$ cat src/rtl/mux_operand_stage.sv
// mux_operand_stage: N_IN-way operand selector feeding a valid/ready stage.
// A main output register and one skid entry let the stage take one operand
// per cycle and still absorb a single-cycle stall from the ALU side. in_ready
// comes from a flop, so out_ready never reaches in_ready combinationally.
module mux_operand_stage #(
    parameter int DATA_W = 32,
    parameter int N_IN   = 4,
    parameter int SEL_W  = 2
) (
    input  logic                     clk,
    input  logic                     reset,
    input  logic [SEL_W-1:0]         seletor,
    input  logic [N_IN*DATA_W-1:0]   in_data,
    input  logic                     in_valid,
    output logic                     in_ready,
    input  logic                     hold,
    output logic [DATA_W-1:0]        out_data,
    output logic                     out_valid,
    input  logic                     out_ready,
    output logic                     sel_err,
    output logic                     err_sticky
);

    // Occupancy of the main register plus the skid entry.
    typedef enum logic [1:0] {S_EMPTY, S_ONE, S_FULL} state_t;

    state_t              r_state;
    state_t              w_state_next;
    logic [DATA_W-1:0]   r_main_data;
    logic [DATA_W-1:0]   r_skid_data;
    logic                r_in_ready;
    logic                r_sel_err;
    logic                r_err_sticky;
    logic [DATA_W-1:0]   w_sel_data;
    logic                w_sel_bad;
    logic                w_accept;
    logic                w_pop;

    // Source select; codes at or above N_IN produce all zeros.
    always_comb begin
        w_sel_data = '0;
        for (int k = 0; k < N_IN; k++) begin
            if (seletor == SEL_W'(k))
                w_sel_data = in_data[k*DATA_W +: DATA_W];
        end
    end

    // Widened by one bit so the compare is well formed when 2^SEL_W == N_IN.
    assign w_sel_bad = ({1'b0, seletor} >= (SEL_W+1)'(N_IN));
    assign w_accept  = in_valid & r_in_ready;
    assign w_pop     = out_valid & out_ready;

    // State register.
    always_ff @(posedge clk) begin
        if (!reset) r_state <= S_EMPTY;
        else        r_state <= w_state_next;
    end

    // Next occupancy from accept/pop; FULL never accepts since in_ready is low.
    always_comb begin
        w_state_next = r_state;
        case (r_state)
            S_EMPTY: if (w_accept) w_state_next = S_ONE;
            S_ONE: begin
                if (w_accept && !w_pop)      w_state_next = S_FULL;
                else if (!w_accept && w_pop) w_state_next = S_EMPTY;
            end
            S_FULL:  if (w_pop) w_state_next = S_ONE;
            default: w_state_next = S_EMPTY;
        endcase
    end

    // Outputs are all straight from flops.
    always_comb begin
        out_valid  = (r_state != S_EMPTY);
        out_data   = r_main_data;
        in_ready   = r_in_ready;
        sel_err    = r_sel_err;
        err_sticky = r_err_sticky;
    end

    // Ready for the next cycle: skid will be free and no stall requested.
    always_ff @(posedge clk) begin
        if (!reset) r_in_ready <= 1'b1;
        else        r_in_ready <= (w_state_next != S_FULL) & ~hold;
    end

    // Datapath: load main, park in skid, or promote skid to main.
    always_ff @(posedge clk) begin
        if (!reset) begin
            r_main_data <= '0;
            r_skid_data <= '0;
        end else begin
            case (r_state)
                S_EMPTY: if (w_accept) r_main_data <= w_sel_data;
                S_ONE: begin
                    if (w_accept && w_pop)       r_main_data <= w_sel_data;
                    else if (w_accept && !w_pop) r_skid_data <= w_sel_data;
                end
                S_FULL:  if (w_pop) r_main_data <= r_skid_data;
                default: ;
            endcase
        end
    end

    // Selector error pulse and its sticky copy, both on the accepting edge.
    always_ff @(posedge clk) begin
        if (!reset) begin
            r_sel_err    <= 1'b0;
            r_err_sticky <= 1'b0;
        end else begin
            r_sel_err    <= w_accept & w_sel_bad;
            r_err_sticky <= r_err_sticky | (w_accept & w_sel_bad);
        end
    end

endmodule

$ cat config.mk
export PLATFORM = sky130hd
export DESIGN_NAME = mux_operand_stage
export DESIGN_NICKNAME = d
export VERILOG_FILES = /design/src/rtl/mux_operand_stage.sv
export SDC_FILE = /design/constraint.sdc
export NUM_CORES = 1
export LEC_CHECK = 0
export BUFFER_PORTS_ARGS = -buffer_cell sky130_fd_sc_hd__buf_2
export CAP_MARGIN = 20
export CORE_ASPECT_RATIO = 1.25
export CORE_MARGIN = 2
export CORE_UTILIZATION = 40
export DETAILED_ROUTE_END_ITERATION = 12
export GPL_TIMING_DRIVEN = 0
export PLACE_DENSITY = 0.71
export SLEW_MARGIN = 10
export SYNTH_ARGS = -nofsm -noshare
export SYNTH_HDL_FRONTEND = slang
export SYNTH_SLANG_ARGS = --single-unit
$ cat constraint.sdc
create_clock -name clk -period 2 [get_ports clk]
set_clock_uncertainty 0.2 [all_clocks]
set_input_delay 0.3 -clock clk [delete_from_list [all_inputs] [get_ports clk]]
set_output_delay 0.3 -clock clk [all_outputs]
set_load 0.01 [all_outputs]
; ---- Word-level counts from Yosys, hierarchy flattened
; Index checks and enable logic that the tools add are counted.
[classes]
bitwise_logic = 5
n_eq_ne = 9
n_reduce_logical = 11
muxes = 13
[ops]
columns = op, count
row1 = $mux 32, 7
row2 = $pmux 32 s3, 1
row3 = $mux 2, 4
row4 = $ne 2x2->1 const B, 4
row5 = $eq 2x2->1 const B, 3
row6 = $pmux 2 s3, 1
row7 = $eq 2x1->1 const B, 2
row8 = $logic_not 2->1, 2
row9 = $reduce_and 4->1, 1
row10 = $and 1x1->1, 3
row11 = $logic_and 1x1->1, 3
row12 = $reduce_and 3->1, 1
row13 = $reduce_bool 3->1, 1
row14 = $logic_not 1->1, 2
row15 = $not 1->1, 2
row16 = $reduce_bool 2->1, 1
[totals]
input_bits = 135
register_bits = 67
out_inout_bits = 36
wordCells = 42

; ---- Depth between registers and ports, before layout
; Gate-level depths: netlist of the first run.
[depth]
word_depth = 8
ltp_mapped = 5
mapped_depth_nobuf = 4

; ---- Worst setup path after synthesis of the first run
; Ideal clock, no wire load.
[synth_path]
kind = input to register
startpoint = input port seletor[0]
endpoint = register r_main_data[29] (netlist: out_data[29])
required_time_ns = 1.674
slack_ns = 0.454
setup_time_ns = 0.126
t_arrival_ns = 1.220
cell_stages = 5
n_path_buf = 2
cell_sequence = buf_6 -> buf_6 -> mux4_2 -> nand2_1 -> a31oi_1
[synth_via]
elab_chain_len = 7
word_cells_on_any_way = 11
classes_between = eq/ne: 3 / mux: 7 / reduce/logical: 1
[synth_lines]
columns = item, line
row1 = from (decl), 12  ; input logic [SEL_W-1:0] seletor,
row2 = $logic_not 2->1, 43  ; if (seletor == SEL_W'(k))
row3 = $mux 32 (3 in a row), 43
row4 = $mux 32 *, 43
row5 = $mux 32 (on tied branches), "97, 95"
row6 = $pmux 32 s3 *, 94  ; case (r_state)
row7 = to (signal assigned), 95  ; S_EMPTY: if (w_accept) r_main_data <= w_sel_data;
row8 = to (signal assigned), 97  ; if (w_accept && w_pop) r_main_data <= w_sel_data;
row9 = to (signal assigned), 100  ; S_FULL: if (w_pop) r_main_data <= r_skid_data;
row10 = to (decl), 29  ; logic [DATA_W-1:0] r_main_data;
; Every way passes the cells marked *; elsewhere a longest branch is shown, timed or not. The select of a mux whose other input is x is not followed.
; A chain may end at the register's enable or synchronous reset.

; ---- Worst setup path in the final report of the first run
[layout_path]
startpoint = register r_state[1]
endpoint = register r_main_data[1] (netlist: out_data[1])
[layout_via]
elab_chain_len = 5
word_cells_on_any_way = 12
classes_between = eq/ne: 5 / mux: 1 / bitwise: 1 / reduce/logical: 5
[layout_lines]
columns = item, line
row1 = from (decl), 27  ; state_t r_state;
row2 = from (signal assigned), 56  ; else r_state <= w_state_next;
row3 = $reduce_bool 2->1, 75  ; out_valid = (r_state != S_EMPTY);
row4 = $and 1x1->1, 51  ; assign w_pop = out_valid & out_ready;
row5 = $logic_and 1x1->1, 97
row6 = $ne 2x2->1 (no source line), --
row7 = $reduce_and 4->1 (no source line), --
; Parallel ways exist; a longest one is shown, timed or not.

==> impl_results.md, run 1 <==
* TNS Setup at 0 ns
* Critical path launch point type: register
* Crit end category: register
* Mapped Area at 3510 um2
* Status: finished clean
* Starting Density at ~40%
* Overflow after GRT at 0
* Clk slew on worst S/H paths at around 0.080 ns
* Die Y at 109 um
* P_int at between 2 and 2.5 mW
* Hold Path Stages at 3
* Post-Syn Instances at 378
* Setup Buffers After CTS at 0
* # fillers at 829
* LEAKAGE at 2.06 nW
* Mean area per synthesized cell at 9.30 um2
* Clock power frac at 33.0%
* CTS buffer count at 9
* Final estimated routing congestion in global placement at 0.759
* CP Depth at 4
* Register bit count reported by yosys at 67
* Post-detailed-route DRC marker count at 0
* CTS Sinks at 67
* Max cap viols at 0
* Final instance area at 4690 um2
* Total I/O pin count at 171
* Initial DRC Count at 104
* CP Cell Sequence: nand3b_4 > o211ai_4 > buf_2 > a31oi_1
* Total track usage at roughly a fifth
* Synth Warn # at 0
* CTS resizes at 0
* Core Area at roughly 8600 um2
* Crit-path max FO at 10
* Post-synthesis sequential area ratio at about two fifths
* Die Wd at between 80 and 90 um
* Sw Share at approximately 28%
* Max Clk Rate at 0.606 GHz
* Slew Limit Fails at 0
* Max incr delay on CP at 0.37 ns
* Pre-antenna DRT Iters at 4
* Crit path DAT at 1.68 ns
* Worst path required time at 2.03 ns
* Antenna violations before repair at 0
* Mean number of vias per cell at 5.06
* Vias at 3446
* # rows at 38
* Bufs on Longest Clock Path at 2
* First-pass GRT wire length at around 15000 um
* Drt wl/cell at 14.1 um
* Crit Path Class: register to register
* Area grow syn2layout at 33.5%
* Reg2reg path depth at 4
* Hold Crit Class: input port to register
* Routed Antenna Nets at 0
* IO Port Bufs at 166
* Critical-path top delay cell: dfxtp_1
* PwrDens at 698 nW/um2
* Flop pwr share at 45.2%
* Logic gate share of total power at a little over a fifth
* Yosys top cell by area: dfxtp_1
* Dpl hpwl at approximately 7500 um
* Tmin final at 1.65 ns
* Distinct cells, synth at 26
* NetSw at 0.913 mW
* Worst path buffer plus inverter count at 1
* Drt total wl at 9610 um
* Final Setup Violations at 0
* Peak supply drop at 0.000304 V
* Unrepaired setup endpoints after global routing: no
* Largest net degree at the start of global routing at 12
* Total Nets Final at between 600 and 700
* Vias in the first global route at roughly 3.4k
* Synth top area share at 38.2%
* Antenna Diode Count at 0
* Full die area at between 9000 and 10000 um2
* Root Buffer Master: clkbuf_8
* CTS tree: yes
* Top delay family on crit path: compound AO/OA/AOI/OAI gates
* Period utilization at between 80 and 90%
* DP Area at 4500 um2
* Hold Vio Cnt, Final at 0
* Ranking of synthesized cells by area: dfxtp_1, mux4_2, nand2_1, a21boi_1, a31oi_1
* Share of layout cells above drive strength 1 at 43.5%
* Worst skew pair latency at approximately 0.34 ns
* H-tree depth at 3
cells in the mapped netlist:
cell type and number:
o21ai_0 4, nor2_2 1, nor2_1 1, and3b_1 1, nand2_1 129, dfxtp_1 67
or2_1 1, nand3b_4 1, and2_1 2, buf_6 7, o211ai_4 1, a21oi_1 1
o21ai_1 29, nand2b_1 3, nand3b_1 1, conb_1 1, clkbuf_1 7, mux4_2 32
o211ai_1 1, buf_2 19, mux2_2 1, nand4b_1 1, a31oi_1 32, buf_4 2
a21boi_1 32, nor2b_1 1
per-stage QoR:
step	util [%]	power, mW	std cells	hold WS [ns]	setup WS (ns)
finish	54.5	3.28	681	0.0545	0.350
global route	54.5	3.44	681	0.101	0.211
global placement	52.3	2.22	665	0.241	0.321
CTS	54.5	3.31	681	0.0488	0.336
detailed placement	52.3	2.23	665	0.245	0.304
floorplan	-	1.93	379	0.198	0.454
placed cells by master (no fill, tap or decap), types with 2 or more instances in the layout:
| cell | synthesis | layout |
|---|---|---|
| a21boi_1 | 32 | 32 |
| a31oi_1 | 32 | 32 |
| and2_1 | 2 | 2 |
| buf_2 | 19 | 185 |
| buf_4 | 2 | 2 |
| buf_6 | 7 | 7 |
| clkbuf_1 | 7 | 8 |
| clkbuf_8 | 0 | 9 |
| clkinv_2 | 0 | 2 |
| clkinvlp_4 | 0 | 2 |
| conb_1 | 1 | 2 |
| dfxtp_1 | 67 | 67 |
| mux4_2 | 32 | 32 |
| nand2_1 | 129 | 129 |
| nand2b_1 | 3 | 3 |
| o21ai_0 | 4 | 4 |
| o21ai_1 | 29 | 29 |
path summary, 6_finish.rpt:
path | startpoint | end | slack [ns]
max reg2reg | r_state[1] | out_data[1] | 0.35
min | out_ready | in_ready | 0.05
min reg2reg | r_skid_data[14] | r_skid_data[14] | 0.26
max | r_state[1] | out_data[1] | 0.35
worst register-to-register path, cell delays in order (launching register included):
cell and delay, ns:
dfxtp_1 0.37, nand3b_4 0.19, o211ai_4 0.33, buf_2 0.32, a31oi_1 0.12
cell families after synthesis:
family | synth area share [%]
other | 0.107
buffers and inverters | 6.12
and+or+nand+nor | 16.6
DFF | 38.2
AOI/OAI and AO/OA | 18.2
muxes | 20.8
final cells by class:
cell class              instances  area, um2  share of cell area (%)
repair buffers                167        841                    17.9
well taps                     120        150                    3.20
clock inverters                 5       55.1                    1.17
flip-flops and latches         67       1340                    28.6
plain buffers                  35        215                    4.59
multi-input cells             277       1960                    41.8
clock buffers                  10        128                    2.72
layer usage:
layer / part of all wire [%] / up-vias / GRT usage [%] / routed length [um]
met1: 41 / 1626 / 24.3 / 3920
met2: 52 / 104 / 36.6 / 5030
li1: - / 1702 / - / -
met5: 0 / - / 0 / 0
met3: 4.8 / 14 / 3.33 / 465
met4: 2.0 / 0 / 10.0 / 191
power groups by stage:
| stage | Clock [mW] | Combinational (mW) | Sequential [mW] |
|---|---|---|---|
| after floorplan | 0 | 0.389 | 1.54 |
| after global placement | 0 | 0.710 | 1.51 |
| after detailed placement | 0 | 0.723 | 1.51 |
| after CTS | 1.10 | 0.726 | 1.48 |
| after global routing | 1.15 | 0.792 | 1.49 |
| final | 1.08 | 0.717 | 1.48 |
registers in the layout, indices dropped and copies added (netlist names):
name	flops
r_skid_data	32
r_state	2
in_ready	1
out_data	32
repair_timing:
item / 4_1_cts / 5_1_grt
endpoints found under the hold margin: 1 / 0
hold buffers: 1 / 0
endpoints found under the setup margin: 0 / 0
Power figures use the tool's default switching activity.
==> run 2, diff against run 1 <==
--- a/config.mk
+++ b/config.mk
@@ -5,6 +5,7 @@
 export SDC_FILE = /design/constraint.sdc
 export NUM_CORES = 1
 export LEC_CHECK = 0
+export ABC_AREA = 1
 export BUFFER_PORTS_ARGS = -buffer_cell sky130_fd_sc_hd__buf_2
 export CAP_MARGIN = 20
 export CORE_ASPECT_RATIO = 1.25
@@ -12,7 +13,7 @@
 export CORE_UTILIZATION = 40
 export DETAILED_ROUTE_END_ITERATION = 12
 export GPL_TIMING_DRIVEN = 0
-export PLACE_DENSITY = 0.71
+export PLACE_DENSITY = 0.69
 export SLEW_MARGIN = 10
 export SYNTH_ARGS = -nofsm -noshare
 export SYNTH_HDL_FRONTEND = slang
==> constraint.sdc (replaced) <==
create_clock -name clk -period 1.7 [get_ports clk]
set_clock_uncertainty 0.2 [all_clocks]
set_input_delay 0.255 -clock clk [delete_from_list [all_inputs] [get_ports clk]]
set_output_delay 0.255 -clock clk [all_outputs]
set_load 0.01 [all_outputs]
==> run 2 against run 1 <==
Net effect: fmax is 3.0% higher; total power is 38% higher; first-iteration DRC count is 130% higher; setup slack worse by 0.25 ns; sequential power is 17% higher; flip-flop and latch count stayed put; count of clock-buffer cells in the layout is 3 higher; area after synthesis is 15% higher; die area is 14% higher; synthesized cell count is 73% higher; global-route usage is 6.2 points higher; largest power group is now the clock network.
==> impl_results.md, run 2 <==
* Status: finished clean
* Distinct cells, synth at 22 (-15%)
* Root Buffer Master: clkbuf_16
* Overflow after GRT at 0 (unchanged)
* H-tree depth at 3 (unchanged)
* Core Area at 9950 um2 (+16%)
* CP Cell Sequence: inv_2 > nand3_1 > nand2_1 > nand2_4 > buf_2 > nand2_1 > nand2_1 > a21oi_1
* Top FF cell, synth: dfxtp_1
* Hold Path Stages at 4 (+1)
* Total Nets Final at 968 (+40%)
* First-pass GRT wire length at 22800 um (+48%)
* Starting Density at 40.6% (-0.24 points)
* Commonest non-fill, non-tap cell in the layout: buf_2
* CTS buffer count at 9 (unchanged)
* Post-Syn Instances at 654 (+73%)
* Crit path DAT at 1.63 ns (-0.05 ns)
* Unrepaired setup endpoints after global routing: no
* Worst skew pair latency at 0.33 ns (about the same)
* Drt total wl at 14600 um (+52%)
* Full die area at 10900 um2 (+14%)
* Tmin final at 1.60 ns (-0.0479 ns)
* Most frequent cells after synthesis: nand2_1, nand3_1, nor2_1
* CTS Sinks at 67 (unchanged)
* Worst Hold End: r_state[0]
* Vias at 4871 (+41%)
* IO Port Bufs at 166 (unchanged)
* # rows at 41 (+7.9%)
* Area grow syn2layout at 32.5%
* Setup Buffers After CTS at 0 (unchanged)
* Post-detailed-route DRC marker count at 0 (unchanged)
* Bufs on Longest Clock Path at 2 (unchanged)
* Die Wd at 93.9 um (+6.9%)
* Reg2reg setup slack at 0.1 ns (-0.25 ns)
* DR WL met2 at 7290 um (+45%)
* Critical path launch point type: register
* Final Setup Violations at 0 (unchanged)
* Critical-path top delay cell: dfxtp_1
* PwrDens at 848 nW/um2 (+21%)
* Mean number of vias per cell at 5.04 (-0.35%)
* DP Area at 5040 um2 (+12%)
* Synth async-reset ratio at 0% (unchanged)
* Peak supply drop at 0.000462 V (+52%)
* Most common cell in the netlist: nand2_1
* Crit Path Class: register to register
* Die Y at 116 um (+7.0%)
* Crit end category: register
* M1 WL at 5820 um (+48%)
* Yosys top cell by area: dfxtp_1
* Final estimated routing congestion in global placement at 0.834 (+10%)
* Commonest non-fill, non-tap cells in the layout: buf_2, nand2_1, nand3_1
* Worst path required time at 1.72 ns (-0.31 ns)
* TNS Setup at 0 ns (unchanged)
* Crit-path max FO at 10 (unchanged)
* Reg2reg path depth at 8 (+4)
* Register bit count reported by yosys at 67 (unchanged)
* Mean area per synthesized cell at 6.18 um2 (-34%)
* Total I/O pin count at 171 (unchanged)
* Mapped Area at 4040 um2 (+15%)
* Ranking of synthesized cells by area: dfxtp_1, nand3_1, nand2_1, nor2_1, a21oi_1
* Max cap viols at 0 (unchanged)
* Pre-antenna DRT Iters at 5 (+1)
* R2R Path End: out_data[10]
* Initial DRC Count at 236 (+130%)
* Vias in the first global route at 4714 (+39%)
* Hold Vio Cnt, Final at 0 (unchanged)
* FF-to-FF Start: r_state[1]
* Synth top area share at 33.2% (-5.0 points)
* Slew Limit Fails at 0 (unchanged)
* Most Frequent Cell on Critical Path: nand2_1
* Post-synthesis sequential area ratio at 33.2% (-5.0 points)
* Antenna violations before repair at 0 (unchanged)
* Top Layer Used: met4
* LEAKAGE at 2.62 nW (+28%)
* Max incr delay on CP at 0.35 ns (-0.02 ns)
* DR WL met3 at 1010 um (+120%)
* Dpl hpwl at 10600 um (+41%)
* Period utilization at 94.2% (+12 points)
* Drt wl/cell at 15.1 um (+7.0%)
* Final core utilization at 53.8% (-0.74 points)
* Antenna Diode Count at 0 (unchanged)
* Final instance area at 5350 um2 (+14%)
* Share of layout cells above drive strength 1 at 27.6% (-16 points)
* Hold Crit Class: input port to register
* EDFF count, synth at 0 (unchanged)
* Slew HR at 61.8%
* CTS tree: yes
* Synth Warn # at 0 (unchanged)
* Total power at 4.54 mW (+38%)
* Clk slew on worst S/H paths at 0.06 ns (-0.02 ns)
* Hold Crit Start: out_ready
* Max Clk Rate at 0.624 GHz (+3.0%)
* Routed Antenna Nets at 0 (unchanged)
* Tightest Pin Transition at 0.573 ns
* Dpl cells at 950 (+43%)
* Cell Count, Final, Fillers Out at 966 (+42%)
* Largest net degree at the start of global routing at 11 (-1)
* Total track usage at 27.0% (+6.2 points)
[run 2: cell types whose count changed in the layout (fill, tap and decap cells not counted), moves of 26 or more]
cell / delta
nand3_1: +98
nor2_1: +96
inv_1: +67
a21oi_1: +65
o21ai_0: +61
a21boi_1: -32
a31oi_1: -32
mux4_2: -32
o21ai_1: -29
nand2_1: -28
or2_0: +26
[run 2: worst max path at each step]
stage | from | end | slack (ns) | depth (start not counted)
finish | r_state[1] | out_data[10] | 0.1 | 8
global route | r_state[1] | out_data[13] | 0.01 | 8
CTS | r_state[0] | r_skid_data[16] | 0.05 | 6
detailed placement | out_ready | r_skid_data[16] | 0.02 | 6
global placement | in_valid | r_skid_data[14] | 0.07 | 7
floorplan | r_state[1] | out_data[15] | 0.36 | 8
[run 2: kinds of logic (layout without fill, tap and decap cells)]
kind of cell	Yosys count	in the layout	synth area share [%]
and+or+nand+nor	336	336	37.1
AOI/OAI and AO/OA	131	131	16.2
buffers and inverters	119	301	13.4
DFF	67	67	33.2
other	1	2	0.0928
[run 2: cell type report]
class                      instances  area [um2]
inverter                          71         267
sequential                        67        1340
clock buffer                      13         260
tap                              129         161
fill                            1082        4600
buffer                            48         280
clock inverter                     2        35.0
multi-input combinational        469        2170
timing repair buffer             167         841
[run 2: where the power goes]
part	internal (mW)	switching, mW	leakage, nW
combinational	0.384	0.554	1.93
clock	1.21	0.668	0.146
sequential	1.68	0.0507	0.549
[run 2: repair_timing]
action,4_1_cts,5_1_grt
endpoints found under the hold margin,1,0
gates resized for setup,0,10
hold buffers,1,0
setup endpoints to repair,0,27
[run 2: worst max-delay path, delay by kind of cell, from the launching register on]
family          cells  cell delay, ns
buf+inv             2            0.34
simple gates        5            0.55
compound gates      1            0.05
flops               1            0.35
[run 2: through the flow]
step	setup WS [ns]	hold slack, ns
4_1_cts	0.0451	0.0553
3_5_place_dp	0.0193	0.241
6_report	0.0982	0.0615
3_3_place_gp	0.0717	0.232
2_1_floorplan	0.359	0.147
5_1_grt	0.0101	0.108
[run 2: routing by layer]
metal	vias to the layer above	track usage, %
li1	2446	-
met1	2185	32.1
met2	208	48.0
met3	32	3.74
met4	0	12.8
met5	-	0
==> run 3, diff against run 2 <==
--- a/config.mk
+++ b/config.mk
@@ -11,6 +11,7 @@
 export CORE_ASPECT_RATIO = 1.25
 export CORE_MARGIN = 2
 export CORE_UTILIZATION = 40
+export CTS_BUF_LIST = sky130_fd_sc_hd__clkbuf_4 sky130_fd_sc_hd__clkbuf_8 sky130_fd_sc_hd__clkbuf_16
 export DETAILED_ROUTE_END_ITERATION = 12
 export GPL_TIMING_DRIVEN = 0
 export PLACE_DENSITY = 0.69
==> run 3 against run 2 <==
Net effect: setup slack better by 0.011 ns; sequential power about the same; clock power about the same; non-clock buffer count unchanged; combinational power about the same; total power up 0.59%; fmax up 0.71%; first-iteration DRC count up 16%; count of clock-buffer cells in the layout unchanged; cell count unchanged; critical path type unchanged; largest cell class unchanged.
==> impl_results.md, run 3 (synthesis gave the netlist of run 2 again) <==
* PwrDens at 851 nW/um2 (+0.45%)
* Hold Path Stages at 4 (unchanged)
* Dpl hpwl at 10600 um (unchanged)
* Drt total wl at 14500 um (-0.60%)
* DP Area at 5040 um2 (unchanged)
* Routed Antenna Nets at 0 (unchanged)
* Logic gate share of total power at 20.5% (-0.2 points)
* Starting Density at 40.6% (unchanged)
* Root Buffer Master: clkbuf_16
* Antenna violations before repair at 0 (unchanged)
* FF-to-FF Start: r_state[1]
* Full die area at 10900 um2 (unchanged)
* Tightest Pin Transition at 0.579 ns (+0.00650 ns)
* Hold Vio Cnt, Final at 0 (unchanged)
* Mean number of vias per cell at 5.04 (about the same)
* Setup ws final at 0.109 ns (+0.0113 ns)
* Core Area at 9950 um2 (unchanged)
* Pre-antenna DRT Iters at 4 (-1)
* NetSw at 1.27 mW (-0.39%)
* Die Y at 116 um (unchanged)
* TNS Setup at 0 ns (unchanged)
* IO Port Bufs at 166 (unchanged)
* Vias at 4870 (-0.021%)
* Peak supply drop at 0.000461 V (about the same)
* Reg2reg path depth at 8 (unchanged)
* Final Setup Violations at 0 (unchanged)
* Crit end category: register
* Overflow after GRT at 0 (unchanged)
* Status: finished clean
* Largest net degree at the start of global routing at 11 (unchanged)
* Antenna Diode Count at 0 (unchanged)
* Worst skew pair latency at 0.33 ns (about the same)
* CP Cell Sequence: inv_2 > nand3_1 > nand2_1 > nand2_4 > buf_2 > nand2_1 > nand2_1 > a21oi_1
* Commonest non-fill, non-tap cells in the layout: buf_2, nand2_1, nand3_1
* Worst hold slack at 0.0597 ns (-0.00179 ns)
* Setup Buffers After CTS at 0 (unchanged)
* Worst Hold End: r_state[0]
* Final instance area at 5360 um2 (+0.14%)
* Slew HR at 61.4% (-0.43 points)
* Worst slack, placed at 0.0193 ns (unchanged)
* Final estimated routing congestion in global placement at 0.834 (unchanged)
* LEAKAGE at 2.63 nW (+0.26%)
* Sw Share at 27.8% (-0.27 points)
* Post-detailed-route DRC marker count at 0 (unchanged)
* Most Frequent Cell on Critical Path: nand2_1
* Crit Path Class: register to register
* Dpl cells at 950 (unchanged)
* Total Nets Final at 968 (unchanged)
* Reg2reg setup slack at 0.11 ns (about the same)
* Total I/O pin count at 171 (unchanged)
* R2R Path End: out_data[10]
* Initial DRC Count at 274 (+16%)
* First-pass GRT wire length at 22800 um (about the same)
* Bufs on Longest Clock Path at 2 (unchanged)
* Clock power frac at 41.7% (+0.4 points)
* Max cap viols at 0 (unchanged)
* Crit path DAT at 1.61 ns (-0.02 ns)
* Period utilization at 93.6% (-0.67 points)
* Area grow syn2layout at 32.7%
* Max Clk Rate at 0.629 GHz (+0.71%)
* Die Wd at 93.9 um (unchanged)
* Share of layout cells above drive strength 1 at 27.8% (+0.24 points)
* Critical-path top delay cell: dfxtp_1
* H-tree depth at 3 (unchanged)
* Vias in the first global route at 4713 (-0.021%)
* Worst path required time at 1.72 ns (about the same)
* Hold Crit Class: input port to register
* Slew Limit Fails at 0 (unchanged)
* Flop pwr share at 37.8% (-0.3 points)
* Critical path launch point type: register
* Total track usage at 27.0% (-0.040 points)
* CTS Sinks at 67 (unchanged)
* Unrepaired setup endpoints after global routing: no
* CTS buffer count at 9 (unchanged)
* Tmin final at 1.59 ns (-0.0113 ns)
* P_int at 3.30 mW (+0.97%)
* Cell Count, Final, Fillers Out at 966 (unchanged)
* CTS tree: yes
* Clk slew on worst S/H paths at 0.05 ns (about the same)
* Drt wl/cell at 15.0 um (-0.60%)
* Crit-path max FO at 10 (unchanged)
* # rows at 41 (unchanged)
* Commonest non-fill, non-tap cell in the layout: buf_2
* Max incr delay on CP at 0.35 ns (about the same)
* Hold Crit Start: out_ready
==> run 3: changes by cell type in the layout (fill, tap and decap cells not counted) <==
cell      change
clkbuf_1      -2
clkbuf_4      +2
==> run 3: how the worst max path moves through the flow <==
stage               slack, ns               to       start  cells after the start
finish                   0.11     out_data[10]  r_state[1]                      8
global route             0.01     out_data[13]  r_state[1]                      8
CTS                      0.04   r_skid_data[1]  r_state[0]                      6
detailed placement       0.02  r_skid_data[16]   out_ready                      6
global placement         0.07  r_skid_data[14]    in_valid                      7
floorplan                0.36     out_data[15]  r_state[1]                      8
==> run 3: layout make-up <==
cell class / count / area, um2
well taps: 129 / 161
fillers: 1079 / 4590
clock inverters: 2 / 35.0
clock buffers: 13 / 268
multi-input cells: 469 / 2170
repair buffers: 167 / 841
flip-flops and latches: 67 / 1340
inverters: 71 / 267
plain buffers: 48 / 280
==> run 3: critical path, delay by kind of cell (launching register included) <==
kind	cells	cell delay [ns]
simple gates	5	0.54
flops	1	0.35
buf+inv	2	0.33
compound gates	1	0.05
==> run 3: power by group through the flow <==
stage / logic (mW) / clock network [mW] / registers (mW)
finish: 0.935 / 1.90 / 1.73
detailed placement: 0.923 / 0 / 1.76
global placement: 0.906 / 0 / 1.76
CTS: 0.931 / 1.93 / 1.73
floorplan: 0.499 / 0 / 1.79
global route: 1.06 / 1.99 / 1.74
==> run 3: layer usage <==
layer,wire length [um],GRT usage (%)
met4,464,12.8
met3,1040,3.74
met5,0,0
met1,5740,32.1
met2,7260,47.9
==> run 3: what timing repair did <==
item                                    in CTS  in global routing
gates resized for setup                      0                 10
endpoints found under the setup margin       0                 27
hold buffers                                 1                  0
hold endpoints to repair                     1                  0
==> run 3: metrics by stage <==
step	power (mW)	util, %
6_report	4.56	53.9
3_3_place_gp	2.66	50.6
2_1_floorplan	2.29	-
3_5_place_dp	2.68	50.6
4_1_cts	4.58	53.7
5_1_grt	4.79	53.9
